--- src/rtl/sequenciador_entrada_ula_pkg.sv ---
// ula_pkg: FSM state codes and ULA selector constants shared by the entry sequencer.
package ula_pkg;
  typedef enum logic [2:0] {
    CAP_A  = 3'd0,
    CAP_B  = 3'd1,
    CAP_OP = 3'd2,
    EMITE  = 3'd3,
    MOSTRA = 3'd4
  } estado_e;
  localparam logic [2:0] SEL_SOMA = 3'b000;
  localparam logic [2:0] SEL_SUB  = 3'b001;
  localparam logic [2:0] SEL_AND  = 3'b010;
  localparam logic [2:0] SEL_OR   = 3'b011;
  localparam logic [2:0] SEL_MULT = 3'b100;
  localparam logic [2:0] SEL_XOR  = 3'b101;
  localparam logic [2:0] SEL_DIV  = 3'b110;
  localparam logic [2:0] SEL_NADA = 3'b111;
endpackage

--- src/rtl/sequenciador_entrada_ula_debounce_tecla.sv ---
// debounce_tecla: synchronizes and debounces one active-low key, emitting a one-cycle press pulse.
module debounce_tecla #(
  parameter int DEBOUNCE_CYCLES = 500000,
  parameter int CNT_W           = 19
) (
  input  logic clk,
  input  logic rst_n,
  input  logic key_n_i,
  output logic nivel_o,
  output logic pulso_o
);
  logic [1:0]       sync_q;
  logic             nivel_q, nivel_d, pulso_q, pulso_d, muda, fim;
  logic [CNT_W-1:0] cnt_q, cnt_d;
  always_comb begin
    muda    = sync_q[1] != nivel_q;
    fim     = muda && (cnt_q == CNT_W'(DEBOUNCE_CYCLES - 1));
    cnt_d   = (muda && !fim) ? cnt_q + 1'b1 : '0;
    nivel_d = fim ? sync_q[1] : nivel_q;
    pulso_d = fim && !sync_q[1];
  end
  always_ff @(posedge clk or negedge rst_n) begin
    if (!rst_n) begin
      sync_q  <= 2'b11;
      nivel_q <= 1'b1;
      pulso_q <= 1'b0;
      cnt_q   <= '0;
    end else begin
      sync_q  <= {sync_q[0], key_n_i};
      nivel_q <= nivel_d;
      pulso_q <= pulso_d;
      cnt_q   <= cnt_d;
    end
  end
  assign nivel_o = nivel_q;
  assign pulso_o = pulso_q;
endmodule

--- src/rtl/sequenciador_entrada_ula.sv ---
// sequenciador_entrada_ula: key-driven operand/command entry FSM with valid/ready hand-off to the ULA.
module sequenciador_entrada_ula
  import ula_pkg::*;
#(
  parameter int DEBOUNCE_CYCLES = 500000,
  parameter int CNT_W           = 19
) (
  input  logic       clk,
  input  logic       rst_n,
  input  logic [9:0] sw,
  input  logic [1:0] key_n,
  output logic [3:0] a,
  output logic [3:0] b,
  output logic       cin,
  output logic [2:0] seletor,
  output logic       op_valid,
  input  logic       op_ready,
  input  logic [7:0] resultado,
  output logic [7:0] resultado_reg,
  output logic [2:0] estado
);
  logic       conf, canc, unused_niveis, unused_sw;
  logic [1:0] nivel;
  logic [2:0] state_q, state_d, sel_q, sel_d;
  logic [3:0] a_q, a_d, b_q, b_d;
  logic       cin_q, cin_d;
  logic [7:0] res_q, res_d;
  debounce_tecla #(.DEBOUNCE_CYCLES(DEBOUNCE_CYCLES), .CNT_W(CNT_W)) u_conf (
    .clk(clk), .rst_n(rst_n), .key_n_i(key_n[0]), .nivel_o(nivel[0]), .pulso_o(conf)
  );
  debounce_tecla #(.DEBOUNCE_CYCLES(DEBOUNCE_CYCLES), .CNT_W(CNT_W)) u_canc (
    .clk(clk), .rst_n(rst_n), .key_n_i(key_n[1]), .nivel_o(nivel[1]), .pulso_o(canc)
  );
  assign unused_niveis = &nivel;
  assign unused_sw     = sw[9];
  always_ff @(posedge clk or negedge rst_n) begin
    if (!rst_n) begin
      state_q <= CAP_A;
      a_q     <= '0;
      b_q     <= '0;
      cin_q   <= 1'b0;
      sel_q   <= '0;
      res_q   <= '0;
    end else begin
      state_q <= state_d;
      a_q     <= a_d;
      b_q     <= b_d;
      cin_q   <= cin_d;
      sel_q   <= sel_d;
      res_q   <= res_d;
    end
  end
  // EMITE ignores both keys so op_valid cannot drop before op_ready; codes 5-7 fall to CAP_A.
  always_comb begin
    state_d = state_q;
    case (state_q)
      CAP_A:   state_d = canc ? CAP_A : conf ? CAP_B  : CAP_A;
      CAP_B:   state_d = canc ? CAP_A : conf ? CAP_OP : CAP_B;
      CAP_OP:  state_d = canc ? CAP_A : conf ? EMITE  : CAP_OP;
      EMITE:   state_d = op_ready ? MOSTRA : EMITE;
      MOSTRA:  state_d = (canc || conf) ? CAP_A : MOSTRA;
      default: state_d = CAP_A;
    endcase
  end
  always_comb begin
    op_valid = state_q == EMITE;
    a_d      = (state_q == CAP_A  && conf && !canc) ? sw[3:0] : a_q;
    cin_d    = (state_q == CAP_A  && conf && !canc) ? sw[8]   : cin_q;
    b_d      = (state_q == CAP_B  && conf && !canc) ? sw[7:4] : b_q;
    sel_d    = (state_q == CAP_OP && conf && !canc) ? sw[2:0] : sel_q;
    res_d    = (op_valid && op_ready) ? resultado : res_q;
  end
  assign a             = a_q;
  assign b             = b_q;
  assign cin           = cin_q;
  assign seletor       = sel_q;
  assign resultado_reg = res_q;
  assign estado        = state_q;
endmodule

--- config.mk ---
export PLATFORM = sky130hd
export DESIGN_NAME = sequenciador_entrada_ula
export DESIGN_NICKNAME = d
export VERILOG_FILES = /design/src/rtl/sequenciador_entrada_ula_pkg.sv /design/src/rtl/sequenciador_entrada_ula_debounce_tecla.sv /design/src/rtl/sequenciador_entrada_ula.sv
export SDC_FILE = /design/constraint.sdc
export NUM_CORES = 1
export LEC_CHECK = 0
export BUFFER_PORTS_ARGS = -buffer_cell sky130_fd_sc_hd__buf_2
export CORE_MARGIN = 2
export CORE_UTILIZATION = 35
export DETAILED_ROUTE_END_ITERATION = 7
export SLEW_MARGIN = 15
export SYNTH_ARGS = -nofsm -noshare
export SYNTH_HDL_FRONTEND = slang
export SYNTH_SLANG_ARGS = --single-unit
--- constraint.sdc ---
create_clock -name clk -period 4.3 [get_ports clk]
set_input_delay 0.645 -clock clk [delete_from_list [all_inputs] [get_ports clk]]
set_output_delay 0.645 -clock clk [all_outputs]
set_load 0.01 [all_outputs]
==> qor.yml <==
yosys:
  post-synth-top-area-cell: "dfrtp_1"
  synthCells: 275
  ys_ff_latch: 69
  synth_mux_area_share_pct: 8.37
  ys.flop_type: "dfrtp_1"
  synth.avg_cell_area_sq_um: 11.4
  synth_fp_nets: 300
  ys_seq_area_share_pct: 55.5
  netlist.area_leader.share_pct: 50.5
  netlist_area_sq_um: 3120
  yosys.area_share.simple_pct: 20.7
  synth_area_leaders: "dfrtp_1 (50%), mux2_2 (7.6%), xnor2_1 (7.0%)"
  synth_most_common_cell: "dfrtp_1"
  synth_fa_ha_area_share_pct: 0.801
  yosys-top-cells-count: "dfrtp_1 (63), nor2_1 (42), xnor2_1 (25)"
  synthArstFlopShare_pct: 100
  synth_cell_types: 37
  ys_warn_count: 0
  synth_xor_area_share_pct: 8.41
  synth_edf_count: 0
  synth_compound_area_share_pct: 4.81
  synth_top_family_by_area: "simple AND/OR/NAND/NOR gates"
timing:
  hold_ws_ns: 0.358
  fmax_mhz: 433
  slew_headroom_pct: 35.7
  setup_ws_ns: 1.99
  layout_min_cycle_time_ns: 2.31
  report.final.hold_viol_count: 0
  grt_setup_unrepaired: "no"
  setup_viol_count_final: 0
  skew_ns: 0.00929
  slew_viol_final: 0
  fin_setup_tns_ns: 0
  timing.final.crit_share_pct: 53.7
  tightest_slew_ns: 0.964
place:
  dpl.hpwl_um: 3950
  pre_cts_ws_ns: 1.96
  placed_area_sq_um: 3480
  portBuffers: 45
  gp_congestion: 0.772
setup_path:
  required_ns: 4.49
  cp-start-kind: "register"
  worstPathArrival_ns: 2.50
  worstPathCellList: "ha_1 > nand4_1 > o41ai_4 > nor2_1"
  cp_slowest_cell: "o41ai_4"
  worst-path-max-fanout: 17
  endpoint_kind: "register"
  reg2reg_slack_ns: 1.99
  critPathMaxStageDelay_ns: 0.98
  criticalPathCategory: "reg2reg"
global_route:
  grt_pass1_vias: 2226
  grt_max_degree: 44
  globalRouteOverflowTotal: 0
  grt_use_total_pct: 12.8
  grt_pass1_wl_um: 10100
  antenna_found_initial: 0
clock_network:
  cts_tree: "built"
  numCtsBuffers: 9
  postCtsResizedCells: 0
  htree_levels: 3
  path_clk_slew_ns: 0.08
  cts.sinks: 69
  clk_latency_ns: 0.35
  holdBufCountCts: 0
  clk_root_buffer_cell: "clkbuf_8"
  post_cts_buffers: 0
  clockBufferDepth: 2
die:
  core_region_area_sq_um: 8680
  start_util_pct: 36.0
  rows: 34
  fp.dieArea_sq_um: 9700
  boundaryPins: 47
  dieWidth_um: 98.5
  die_y_um: 98.5
pwr:
  ir_drop_mv: 0.195
  p_leak_nw: 1.59
  power-per-cell-area_nw_per_um2: 343
worst_hold_path:
  worstHoldPathType: "reg2reg"
route:
  drt_iter0_drc: 69
  routedWlPerCell_um: 12.7
  drtPass1Iterations: 4
  drc: 0
  ant_nets: 0
  wl_um: 5640
  dr_total_vias: 2184
  viasPerCell: 4.93
run_status:
  status: "finished clean"
cells_and_area:
  layout.nets: 355
  antennaDiodeCount: 0
  layout-drive-gt1-share_pct: 30.1
  postLayoutCoreUtil_pct: 42.5
  syn_to_final_growth_pct: 18.0
  stdcell_area_sq_um: 3690
  fill_cells: 840
job:
  drv_cap: 0
## cells in the final DEF, fill, tap and decap left out, types with 2 or more instances in the layout
master / n
a21oi_1: 7
buf_2: 45
clkbuf_8: 9
clkinvlp_4: 2
dfrtp_1: 63
dfstp_2: 6
ha_1: 2
inv_1: 8
inv_6: 2
mux2_2: 21
nand2_1: 18
nand3_1: 15
nand4_1: 7
nand4_2: 2
nor2_1: 42
nor2b_1: 3
nor3_1: 7
nor3b_1: 3
nor4_1: 10
o21ai_0: 2
o22a_1: 2
o31ai_1: 2
o41ai_1: 2
o41ai_4: 2
or2_0: 2
or2_2: 2
or3_1: 2
or4_1: 2
or4_4: 2
or4b_1: 2
xnor2_1: 25
xor2_1: 5
## report_power, final
group          total (mW)  internal [mW]  switching [mW]
logic              0.0528         0.0218          0.0310
registers           0.671          0.662         0.00881
clock network       0.542          0.276           0.266
total                1.27          0.960           0.306
## layer usage
layer | track usage (%) | up-vias | share of wire, %
met5 | 0 | - | 0
met4 | 4.11 | 0 | 1.6
met3 | 4.11 | 11 | 3.8
met2 | 20.0 | 32 | 46
met1 | 16.9 | 1062 | 49
li1 | - | 1079 | -
## worst max-delay path, delay by kind of cell (launching register included)
| kind | cells | cell delay [ns] |
|---|---|---|
| AO/OA/AOI/OAI | 1 | 0.98 |
| AND/OR/NAND/NOR | 2 | 0.55 |
| flip-flops | 1 | 0.40 |
| adder cells (fa/ha/maj) | 1 | 0.22 |
## per-stage QoR
step,total power [mW],instances
5_1_grt,1.33,443
6_report,1.27,443
3_3_place_gp,0.737,427
4_1_cts,1.29,443
3_5_place_dp,0.738,427
2_1_floorplan,0.704,275
## cells by family (layout without fill, tap and decap cells)
group                      after synthesis  count (layout)
buffers and inverters                   10              70
DFF                                     69              69
AOI/OAI and AO/OA                       17              17
muxes                                   23              23
and+or+nand+nor                        124             124
xor gates and xnor gates                30              30
adders and majority gates                2               2
## final cells by class
type                    instances  area, sq um  area share [%]
clock inverters                 7         82.6            2.24
repair buffers                 46          233            6.31
clock buffers                   9          124            3.36
inverters                       8         30.0           0.815
well taps                     108          135            3.67
flip-flops and latches         69         1730            47.0
multi-input cells             196         1350            36.6
## path summary, 6_finish.rpt
| path | to | cells after the start | startpoint |
|---|---|---|---|
| max in group asynchronous | u_canc.nivel_o | 2 | rst_n |
| setup / recovery | u_canc.cnt_q[13] | 4 | u_canc.cnt_q[0] |
| hold / removal | u_canc.sync_q[1] | 0 | u_canc.sync_q[0] |
| min in group asynchronous | resultado_reg[1] | 1 | rst_n |
| setup reg to reg | u_canc.cnt_q[13] | 4 | u_canc.cnt_q[0] |
| hold reg to reg | u_canc.sync_q[1] | 0 | u_canc.sync_q[0] |
Note: power is estimated with default switching activity, not from simulation.
